===== config.mk =====
export PLATFORM = sky130hd
export DESIGN_NAME = toysram_2r1w_array
export DESIGN_NICKNAME = d
export VERILOG_FILES = /design/src/rtl/toysram_2r1w_array.sv
export SDC_FILE = /design/constraint.sdc
export NUM_CORES = 1
export LEC_CHECK = 0
export ABC_AREA = 1
export CAP_MARGIN = 25
export CELL_PAD_IN_SITES_DETAIL_PLACEMENT = 1
export CELL_PAD_IN_SITES_GLOBAL_PLACEMENT = 2
export CORE_MARGIN = 3
export CORE_UTILIZATION = 38
export CTS_CLUSTER_SIZE = 10
export DETAILED_ROUTE_END_ITERATION = 10
export HOLD_SLACK_MARGIN = 0.06
export PLACE_DENSITY_LB_ADDON = 0.1
export SLEW_MARGIN = 0
export SYNTH_ARGS = -nofsm -noshare
export SYNTH_HDL_FRONTEND = slang
export SYNTH_SLANG_ARGS = --single-unit

===== constraint.sdc =====
create_clock -name clk -period 2.48 [get_ports clk]
set_clock_uncertainty 0.2 [all_clocks]
set_input_delay 0.248 -clock clk [delete_from_list [all_inputs] [get_ports clk]]
set_output_delay 0.248 -clock clk [all_outputs]
set_load 0.01 [all_outputs]

===== src/rtl/toysram_2r1w_array.sv =====
// Parametrised 2-read/1-write storage array with registered reads, write-through bypass
// and a post-reset clear sequencer. Optional row parity: define TOYSRAM_2R1W_PARITY_EN.

module toysram_2r1w_rdport #(
  parameter int BITS  = 12,
  parameter int ROW_W = 12
) (
  input  logic             clk,
  input  logic             reset,
  input  logic             ready,
  input  logic             enb,
  input  logic             in_range,
  input  logic             hit,
  input  logic [ROW_W-1:0] row,
  input  logic [BITS-1:0]  wr_dat,
  output logic [BITS-1:0]  dat,
`ifdef TOYSRAM_2R1W_PARITY_EN
  output logic             perr,
`endif
  output logic             vld
);

  always_ff @(posedge clk) begin
    if (reset) begin
      vld <= 1'b0;
      dat <= '0;
`ifdef TOYSRAM_2R1W_PARITY_EN
      perr <= 1'b0;
`endif
    end else if (ready && enb) begin
      vld <= 1'b1;
      // Out-of-range rows read as zero; a same-cycle write wins over the stored row.
      if (!in_range)  dat <= '0;
      else if (hit)   dat <= wr_dat;
      else            dat <= row[BITS-1:0];
`ifdef TOYSRAM_2R1W_PARITY_EN
      perr <= in_range && !hit && (^row);
`endif
    end else begin
      vld <= 1'b0;
    end
  end

endmodule

module toysram_2r1w_array #(
  parameter int WORDS  = 16,
  parameter int BITS   = 12,
  parameter int ADDR_W = 4
) (
  input  logic              clk,
  input  logic              reset,
  output logic              ready,
  input  logic              rd0_enb,
  input  logic [ADDR_W-1:0] rd0_adr,
  output logic [BITS-1:0]   rd0_dat,
  output logic              rd0_vld,
  input  logic              rd1_enb,
  input  logic [ADDR_W-1:0] rd1_adr,
  output logic [BITS-1:0]   rd1_dat,
  output logic              rd1_vld,
  input  logic              wr_enb,
  input  logic [ADDR_W-1:0] wr_adr,
  input  logic [BITS-1:0]   wr_dat,
`ifdef TOYSRAM_2R1W_PARITY_EN
  input  logic              inj_perr,
  output logic              rd0_perr,
  output logic              rd1_perr,
`endif
  output logic              wr_err
);

  localparam int NUM_RD = 2;
`ifdef TOYSRAM_2R1W_PARITY_EN
  localparam int ROW_W = BITS + 1;
`else
  localparam int ROW_W = BITS;
`endif
  localparam logic [ADDR_W:0]   WORDS_LIM = (ADDR_W+1)'(WORDS);
  localparam logic [ADDR_W-1:0] LAST_ROW  = ADDR_W'(WORDS - 1);

  typedef enum logic {INIT, RUN} state_t;
  state_t state, state_nxt;

  logic [ADDR_W-1:0] init_cnt;
  logic [ROW_W-1:0]  mem [WORDS];
  logic              mem_we;
  logic [ADDR_W-1:0] mem_wa;
  logic [ROW_W-1:0]  mem_wd;
  logic [ROW_W-1:0]  wr_row;
  logic              wr_in_range, wr_fire;

  assign wr_in_range = {1'b0, wr_adr} < WORDS_LIM;
  assign wr_fire     = ready && wr_enb && wr_in_range;
`ifdef TOYSRAM_2R1W_PARITY_EN
  assign wr_row = {(^wr_dat) ^ inj_perr, wr_dat};
`else
  assign wr_row = wr_dat;
`endif

  always_ff @(posedge clk) begin
    if (reset) state <= INIT;
    else       state <= state_nxt;
  end

  always_comb begin
    state_nxt = state;
    case (state)
      INIT:    if (init_cnt == LAST_ROW) state_nxt = RUN;
      default: state_nxt = RUN;
    endcase
  end

  // The clear sequencer owns the write port until every row has been zeroed.
  always_comb begin
    ready  = 1'b0;
    mem_we = 1'b0;
    mem_wa = wr_adr;
    mem_wd = wr_row;
    case (state)
      INIT: begin
        mem_we = 1'b1;
        mem_wa = init_cnt;
        mem_wd = '0;
      end
      default: begin
        ready  = 1'b1;
        mem_we = wr_fire;
      end
    endcase
  end

  always_ff @(posedge clk) begin
    if (reset)              init_cnt <= '0;
    else if (state == INIT) init_cnt <= init_cnt + 1'b1;
  end

  always_ff @(posedge clk) begin
    if (!reset && mem_we) mem[mem_wa] <= mem_wd;
  end

  always_ff @(posedge clk) begin
    if (reset) wr_err <= 1'b0;
    else       wr_err <= wr_enb && (!ready || !wr_in_range);
  end

  logic [NUM_RD-1:0][ADDR_W-1:0] rd_adr;
  logic [NUM_RD-1:0]             rd_enb, rd_vld;
  logic [NUM_RD-1:0][BITS-1:0]   rd_dat;
`ifdef TOYSRAM_2R1W_PARITY_EN
  logic [NUM_RD-1:0]             rd_perr;
  assign rd0_perr = rd_perr[0];
  assign rd1_perr = rd_perr[1];
`endif

  assign rd_adr  = {rd1_adr, rd0_adr};
  assign rd_enb  = {rd1_enb, rd0_enb};
  assign rd0_dat = rd_dat[0];
  assign rd1_dat = rd_dat[1];
  assign rd0_vld = rd_vld[0];
  assign rd1_vld = rd_vld[1];

  for (genvar i = 0; i < NUM_RD; i++) begin : g_rd
    toysram_2r1w_rdport #(.BITS(BITS), .ROW_W(ROW_W)) u_rd (
      .clk      (clk),
      .reset    (reset),
      .ready    (ready),
      .enb      (rd_enb[i]),
      .in_range ({1'b0, rd_adr[i]} < WORDS_LIM),
      .hit      (wr_fire && (wr_adr == rd_adr[i])),
      .row      (mem[rd_adr[i]]),
      .wr_dat   (wr_dat),
      .dat      (rd_dat[i]),
`ifdef TOYSRAM_2R1W_PARITY_EN
      .perr     (rd_perr[i]),
`endif
      .vld      (rd_vld[i])
    );
  end

endmodule


==> flow_summary.json <==
{
  "hold_buffers": 0,
  "htreeDepth": 1,
  "swShare_pct": 24.10,
  "hpwl_mm": 27.50,
  "utilization_pct": 46.06,
  "stdcell_area_sq_um": 13720,
  "timing.rr.start": "state",
  "hold_viol": 0,
  "postCtsResizedCells": 0,
  "start_kind": "flip-flop",
  "power.net_switching_uw": 2135,
  "routedWlPerCell_um": 22.55,
  "pwr-share-seq_pct": 46.3,
  "fin_crit_sh_pct": 89.15,
  "die_h_um": 180.5,
  "numCtsBuffers": 28,
  "cp_data_arrival_time_ns": 2.25,
  "root_buffer": "clkbuf_16",
  "max_stage_delay_ns": 0.48,
  "drt-initial-drc-count": 697,
  "grt_antenna_before_repair": 1,
  "io_buffers": 56,
  "vdd_drop_max_mv": 0.5386,
  "clock_sinks": 224,
  "ys_ff_latch": 224,
  "drc_errors": 0,
  "path_max_fanout": 8,
  "area_growth_syn_to_layout_pct": 18.65,
  "outcome": "complete, no violations",
  "wl_mm": 39.87,
  "routabilityCongestion": 0.7783,
  "post_cts_buffers": 0,
  "synth_seq_area_share_pct": 55.39,
  "drv_cap": 0,
  "num_vias": 9728,
  "comb_power_share_pct": 10.3,
  "syn-cell-area_sq_um": 11570,
  "grt_pass1_vias": 9962,
  "cp_top_family": "buffers and inverters",
  "max_slew_margin_pct": 56.83,
  "fp-row-count": 63,
  "start_util_pct": 38.82,
  "power_density_nw_per_um2": 645.6,
  "crit_path_top_delay_cell": "dfxtp_1",
  "antenna_cells": 0,
  "cts_tree": "built",
  "nNetsFinal": 1389,
  "clk_pin_slew_ns": 0.05,
  "path_class": "flip-flop to flip-flop",
  "yosysUniqueCellTypes": 28,
  "antenna_left": 0,
  "dieWidth_um": 180.5,
  "grt_max_degree": 80,
  "clk_latency_ns": 0.54,
  "multiInputGateArea_sq_um": 4071,
  "ff_latch_area_sq_um": 6406,
  "grt.total_usage_pct": 24.16,
  "crit_buf_inv": 4,
  "rsz0062_at_grt": "no",
  "drive_gt1_share_pct": 10.89,
  "syn_inst": 1296,
  "tns_ns": 0,
  "finalNonFillerCells": 1768,
  "clock_path_buffers": 3,
  "nFillCells": 3454,
  "io_pins": 57,
  "path_cells": "buf_4 > inv_4 > nand2_1 > nand2_1 > inv_1 > nand2_1 > nor2_1 > buf_4",
  "firstDrtPassIters": 4,
  "intPower_uw": 6725,
  "clockPowerShare_pct": 43.4,
  "final_common_cell": "nand2_1",
  "syn-num-nets": 1326,
  "final_max_slew_viol_count": 0,
  "ys_warn_count": 0,
  "placed_area_sq_um": 12850,
  "hp-start": "wr_enb",
  "crit_path_end_kind": "flip-flop",
  "tightest_slew_ns": 0.6468,
  "core_sq_um": 29800,
  "dieArea_sq_um": 32570,
  "grt_pass1_wl_mm": 60.93,
  "leakage_uw": 0.005568,
  "final_cell_mix": "259 x nand2_1, 202 x nand3_1, 192 x edfxtp_1, 169 x inv_1, 99 x a21oi_1",
  "syn_area_per_cell_sq_um": 8.924,
  "cpMostUsedCell": "nand2_1",
  "max_freq_mhz": 452.3,
  "viasPerCell": 5.502,
  "final.min_clock_period_ns": 2.211,
  "crit_path_start": "state",
  "setup_viol": 0,
  "overflow": 0,
  "hold_path.class": "primary input to flip-flop",
  "placed_cells": 1719,
  "cp.required_ns": 2.52
}
## final cells by class
cell class / instances / area share (%)
clock inverters: 5 / 0.3373
well taps: 390 / 3.556
inverters: 174 / 4.778
repair buffers: 126 / 8.990
multi-input cells: 805 / 29.67
flip-flops and latches: 224 / 46.68
clock buffers: 44 / 5.990
## through the flow
stage,hold WS (ns),total power [uW],setup slack (ns)
after floorplan,0.1991,4707,0.4280
after global placement,0.2546,5077,0.07758
after detailed placement,0.2587,5088,0.06369
after CTS,0.06795,8946,0.09130
after global routing,0.1007,9184,0.1053
final,0.09308,8860,0.2690
## kinds of logic (layout without fill, tap and decap cells)
kind of cell	Yosys count	count (layout)	share of synthesized area (%)
buffers and inverters	267	349	9.455
AOI/OAI and AO/OA	271	271	13.90
DFF	224	224	55.39
adders and majority gates	1	1	0.1082
and+or+nand+nor	533	533	21.15
## cells in the mapped netlist
library cell	count	area [sq um]
clkbuf_1	34	127.6
inv_1	169	634.4
o211ai_1	96	720.7
dfxtp_1	32	640.6
nand3_1	202	1011
inv_2	4	15.01
buf_2	40	200.2
ha_1	1	12.51
a21oi_1	99	495.5
buf_1	12	45.04
nor3_1	3	15.01
nand2_2	5	31.28
o21ai_1	1	5.000
nor4_1	1	6.260
buf_4	2	15.01
nand4_1	2	12.51
clkbuf_2	1	5.000
nand2_1	259	972.2
o21ai_0	72	360.4
edfxtp_1	192	5766
buf_6	4	45.04
nor2_2	3	18.77
nand2_4	2	22.52
nor2_1	33	123.9
a21oi_2	3	26.28
nor2_4	2	22.52
inv_4	1	6.260
nand3_2	21	210.2
## power groups by stage
stage,Clock [uW],Combinational [uW],Sequential (uW)
3_5_place_dp,0,909,4180
6_report,3850,911,4100
3_3_place_gp,0,901,4180
2_1_floorplan,0,533,4170
5_1_grt,4080,998,4100
4_1_cts,3930,915,4100
## path summary, 6_finish.rpt
kind / endpoint / slack, ns / cells past startpoint
min: wr_err / 0.09 / 3
min reg2reg: g_rd[0].u_rd.dat[4] / 0.27 / 2
max: mem[2][8] / 0.27 / 8
max reg2reg: mem[2][8] / 0.27 / 8
## registers in the layout, summed over array words and instances (netlist names)
name / count
init_cnt: 4
g_rd.u_rd.dat: 24
mem: 192
state: 1
wr_err: 1
g_rd.u_rd.vld: 2
## worst reg2reg max path, delay by kind of cell (launching register included)
family | cells | cell delay (ns)
buffers and inverters | 4 | 0.64
and+or+nand+nor | 4 | 0.60
DFF | 1 | 0.48
## metal layers
layer | GRT usage (%) | up-vias | share of wire [%]
met4 | 7.645 | 2 | 3.4
met5 | 0 | - | 0.028
met2 | 40.93 | 228 | 49
li1 | - | 4583 | -
met3 | 3.371 | 68 | 4.4
met1 | 32.19 | 4847 | 43
Power figures use the tool's default switching activity.
==> edit 1, RTL diff (same settings) <==
`BITS` is set to 12 in 2 places; all go to 16.
--- a/src/rtl/toysram_2r1w_array.sv
+++ b/src/rtl/toysram_2r1w_array.sv
@@ -2,7 +2,7 @@
 // and a post-reset clear sequencer. Optional row parity: define TOYSRAM_2R1W_PARITY_EN.
 
 module toysram_2r1w_rdport #(
-  parameter int BITS  = 12,
+  parameter int BITS  = 16,
   parameter int ROW_W = 12
 ) (
   input  logic             clk,
@@ -45,7 +45,7 @@
 
 module toysram_2r1w_array #(
   parameter int WORDS  = 16,
-  parameter int BITS   = 12,
+  parameter int BITS   = 16,
   parameter int ADDR_W = 4
 ) (
   input  logic              clk,
Interface: changed (resized rd0_dat, rd1_dat and wr_dat); port bits go from 57 to 69. No check against the original RTL was run, so the function may have changed too.
==> edit 1 against the original RTL <==
Worst setup slack worse by 0.16 ns. Sequential cell count up 72. Synthesized area up 31%. Final area up 33%. Routed wire length up 42%. Core utilization up 0.62 points. Power up 34%. Critical path depth down 2.
==> edit 1: results (changes against the original RTL) <==
Detailed routing
  • Top Layer Used: met4
  • DR WL/cell: 24.53 um (+8.8%)
  • Vias per cell: 5.585 (+1.5%)
  • DR iter-0 viols: 853 (+22%)
  • Routed wl met3: 2.915 mm (+65%)
  • Total wire length: 56.72 mm (+42%)
  • Wl on met1: 25.67 mm (+48%)

Worst setup path
  • RR Endpoint: mem[2][0]
  • Reg2reg path depth: 6 (-2)
  • Arr. time, crit path: 2.41 ns (+0.16 ns)

GRT
  • Total GRT Usage: 0.2718 (+0.03026)
  • Largest net degree at the start of global routing: 75 (-6.3%)
  • Initial antenna violation count: 0 (-1)
  • Global Route met3 Usage: 0.03749 (+0.003784)
  • Met1 GRT Util: 0.3765 (+0.05458)
  • M2 GR Usage: 0.4432 (+0.03395)

Pwr
  • Sequential power share: 0.456 (-0.007)
  • PD cells: 653.4 nW/um2 (+1.2%)
  • VDD IR max: 0.5186 mV (-3.7%)
  • Internal: 0.008934 W (+33%)
  • Clock network power: 0.00522 W (+36%)
  • Leakage: 7.343 nW (+32%)

Finish
  • Layout cells sized above 1: 0.1193 (+0.01043)
  • Top flop regs: mem x256, g_rd.u_rd.dat x32, init_cnt x4
  • Final nets: 1808 (+30%)

Placed design
  • Placed cell count: 2252 (+31%)
  • Routability cong.: 0.8702 (+12%)
  • Placement Cell Area: 17060 um2 (+33%)

Synthesis
  • Syn_area_per_cell: 8.981 um2 (+0.64%)
  • Sequential fraction of the synthesis area: 0.5609 (+0.007020)
  • Synth top cells by count: nand2_1, nand3_1, edfxtp_1
  • Synth top area cells: edfxtp_1, nand3_1, nand2_1
  • Count of flip-flops with a built-in enable after synthesis: 256 (+33%)
  • Post-Syn Nets: 1719 (+30%)

Status
  • Status: finished clean

Worst hold path
  • Hold endpoint: g_rd[0].u_rd.vld
  • Hold path start: reset

STA
  • Max_slew headroom: 0.5746 (+0.006294)

Clocking
  • CTS buffer count: 38 (+36%)
  • H-tree depth: 2 (+1)
-- edit 1: final cells by class --
class,instances,area [um2]
multi-input cells,1043,5296
well taps,518,648.1
flip-flops and latches,296,8488
fillers,4467,20800
inverters,224,840.8
clock buffers,52,1087
clock inverters,8,60.06
repair buffers,171,1787
-- edit 1: cells by family (layout without fill, tap and decap cells) --
family / count (synthesis) / count (layout) / share of synthesized area
AND/OR/NAND/NOR: 683 / 683 / 0.2056
flip-flops: 296 / 296 / 0.5609
buffers and inverters: 346 / 455 / 0.09177
AO/OA/AOI/OAI: 359 / 359 / 0.1409
adder cells (fa/ha/maj): 1 / 1 / 0.0008267
-- edit 1: stage by stage --
step | hold slack (ns) | setup slack [ns] | utilization | setup TNS, ns | total power, W
after floorplan | 0.2336 | 0.2452 | - | 0 | 0.006206
after global placement | 0.2533 | -0.07758 | 0.4374 | -1.240 | 0.006754
after CTS | 0.06867 | 0.1564 | 0.4668 | 0 | 0.01200
after detailed placement | 0.2581 | -0.06859 | 0.4374 | -1.293 | 0.006768
after global routing | 0.1066 | 0.04577 | 0.4668 | 0 | 0.01230
final | 0.08429 | 0.1069 | 0.4668 | 0 | 0.01190
-- edit 1: worst max-delay path, cell delays in order (launching register included) --
cell,delay (ns)
dfxtp_1,0.35
buf_4,0.19
a21oi_4,0.21
buf_4,0.16
nand4_1,0.25
nor2_2,0.45
buf_4,0.27
-- edit 1: how the worst max path moves through the flow --
stage | slack (ns) | depth (start not counted) | from | endpoint
floorplan | 0.25 | 5 | state | mem[0][0]
global placement | -0.08 | 7 | wr_enb | mem[2][8]
detailed placement | -0.07 | 7 | wr_enb | mem[2][11]
CTS | 0.16 | 6 | state | mem[2][9]
global route | 0.05 | 6 | state | mem[2][9]
finish | 0.11 | 6 | state | mem[2][0]
==> edit 2, RTL diff (config.mk and constraints unchanged) <==
Without the edit above. Register the output `wr_err` once more, cleared by the reset; this adds one clock of latency there. The other outputs are not delayed to match.
--- a/src/rtl/toysram_2r1w_array.sv
+++ b/src/rtl/toysram_2r1w_array.sv
@@ -80,6 +80,8 @@
   localparam logic [ADDR_W-1:0] LAST_ROW  = ADDR_W'(WORDS - 1);
 
   typedef enum logic {INIT, RUN} state_t;
+
+  logic wr_err_s0;
   state_t state, state_nxt;
 
   logic [ADDR_W-1:0] init_cnt;
@@ -140,8 +142,8 @@
   end
 
   always_ff @(posedge clk) begin
-    if (reset) wr_err <= 1'b0;
-    else       wr_err <= wr_enb && (!ready || !wr_in_range);
+    if (reset) wr_err_s0 <= 1'b0;
+    else       wr_err_s0 <= wr_enb && (!ready || !wr_in_range);
   end
 
   logic [NUM_RD-1:0][ADDR_W-1:0] rd_adr;
@@ -178,5 +180,13 @@
     );
   end
 
+  always_ff @(posedge clk) begin
+    if (reset) begin
+      wr_err <= '0;
+    end else begin
+      wr_err <= wr_err_s0;
+    end
+  end
+
 endmodule
 
Check against the original RTL: not equivalent (a bounded check fails within 4 cycles, from zero or initial values and one cycle with reset high).
==> edit 2 against the original RTL <==
Synthesized area increased by 0.93%. Worst setup slack better by 0.082 ns. Routed wire length is 1.3% higher. Clock power fell by 3%. Final area rose by 0.62%. Sequential cell count grew 1. Power decreased by 0.91%. Combinational power up 2.5%. Critical path type unchanged. Critical endpoint is now mem[12][7].
==> edit 2: results (changes against the original RTL) <==
Status
  • Status: finished clean

Synthesis
  • Ys Warns: 0 (unchanged)
  • Synth top cells by count: nand2_1, nand3_1, edfxtp_1
  • Mux cell area share after synthesis: 0 (unchanged)
  • Synth top area cells: edfxtp_1, nand3_1, nand2_1
  • Count of flip-flops with a built-in enable after synthesis: 192 (unchanged)
  • Count of cell types in the netlist: 28 (unchanged)
  • Post-Syn Nets: 1332 (+0.45%)
  • Synth Area in Adders: 0.001072 (-0.000009971)
  • Sequential fraction of the synthesis area: 0.5505 (-0.003390)
  • Post-synth top flop: edfxtp_1
  • Ys async rst share: 0 (unchanged)
  • Synth Area in Compound Gates: 0.1416 (+0.002577)

Worst setup path
  • Critical Path Source: state
  • Arr. time, crit path: 2.18 ns (-0.07 ns)
  • Top Family by Delay on Critical Path: simple AND/OR/NAND/NOR gates
  • Max incr delay on CP: 0.49 ns
  • CP max FO: 12 (+4)
  • CP max stage cell: dfxtp_2

Clocking
  • Clk Latency, worst-skew pair: 0.55 ns
  • Worst-path clk slew: 0.05 ns (about the same)
  • H-tree depth: 1 (unchanged)
  • CTS buffer count: 28 (unchanged)
  • Clock root buffer: clkbuf_16

Worst hold path
  • Hold WC Path Type: input port to flip-flop

Detailed routing
  • Pre-antenna DRT Iters: 5 (+1)
  • Top Layer Used: met4
  • Routed wl met3: 2.048 mm (+16%)
  • Metal2 WL: 18.13 mm (-6.6%)
  • DR iter-0 viols: 877 (+26%)
  • Total wire length: 40.39 mm (+1.3%)
  • Wl on met1: 18.90 mm (+9.0%)
  • Vias per cell: 5.452 (-0.91%)

GRT
  • M2 GR Usage: 0.3792 (-0.03004)
  • Global-route wire length before repair: 61.38 mm (+0.75%)
  • Largest net degree at the start of global routing: 85 (+6.3%)
  • Initial antenna violation count: 0 (-1)
  • Total GRT Usage: 0.2441 (+0.002485)
  • Gr ovfl total: 0 (unchanged)
  • Vias in the first global route: 9722 (-2.4%)
  • Global Route met3 Usage: 0.03463 (+0.0009184)
  • Met1 GRT Util: 0.3550 (+0.03306)

Pwr
  • Sw Share: 0.2518 (+0.01075)
  • VDD IR max: 0.5171 mV (-4.0%)
  • Leakage: 5.552 nW (-0.30%)

Job
  • Max-Cap Viols: 0 (unchanged)

Placed design
  • Port Buffer Count: 56 (unchanged)
  • Hpwl dp: 27.49 mm (about the same)
  • Routability cong.: 0.8333 (+7.1%)
  • Placement Cell Area: 12980 um2 (+1.0%)

STA
  • Max_slew headroom: 0.5607 (-0.007612)

Finish
  • Final nets: 1390 (+0.072%)
  • Layout cells sized above 1: 0.1150 (+0.006139)
  • Top flop regs: mem x192, g_rd.u_rd.dat x24, init_cnt x4
  • # diodes: 0 (unchanged)
edit 2: changes by cell type after synthesis, sizes merged:
cell / before / now
nor2: 38 / 49
nand3: 223 / 218
buf: 58 / 57
clkbuf: 35 / 36
dfxtp: 32 / 33
inv: 174 / 173
edit 2: layout make-up:
cell class / instances / area [um2]
Fill cell: 3440 / 16150
Sequential cell: 225 / 6427
Multi-Input combinational cell: 811 / 4145
Timing Repair Buffer: 121 / 1271
Clock buffer: 41 / 780.7
Inverter: 173 / 651.9
Tap cell: 390 / 488.0
Clock inverter: 3 / 43.79
edit 2: worst paths after layout:
check,depth (start not counted),endpoint,slack [ns]
worst max register to register,7,mem[12][7],0.35
worst max-delay path,7,mem[12][7],0.35
worst min-delay path,3,wr_err_s0,0.09
worst min register to register,2,wr_err,0.21
edit 2: per-stage QoR:
stage	worst slack, ns	std cells
finish	0.3512	1764
global route	0.2076	1764
CTS	0.1558	1764
detailed placement	0.1148	1720
global placement	0.1356	1720
floorplan	0.4319	1302
edit 2: power groups by stage:
stage / clock (W) / sequential [W] / combinational, W
floorplan: 0 / 0.00419 / 0.000545
global route: 0.00398 / 0.00412 / 0.00102
CTS: 0.00383 / 0.00412 / 0.000929
global placement: 0 / 0.00419 / 0.000922
finish: 0.00373 / 0.00412 / 0.000934
detailed placement: 0 / 0.00420 / 0.000925
edit 2: logic make-up (layout without fill, tap and decap cells):
family | after synthesis | count (layout)
flip-flops | 225 | 225
AO/OA/AOI/OAI | 271 | 271
AND/OR/NAND/NOR | 539 | 539
adder cells (fa/ha/maj) | 1 | 1
buffers and inverters | 266 | 338
edit 2: repair_timing:
item | in CTS | in global routing
endpoints found under the setup margin | 0 | 13
gates resized for setup | 0 | 1
endpoints found under the hold margin | 0 | 0
buffers inserted | 0 | 0
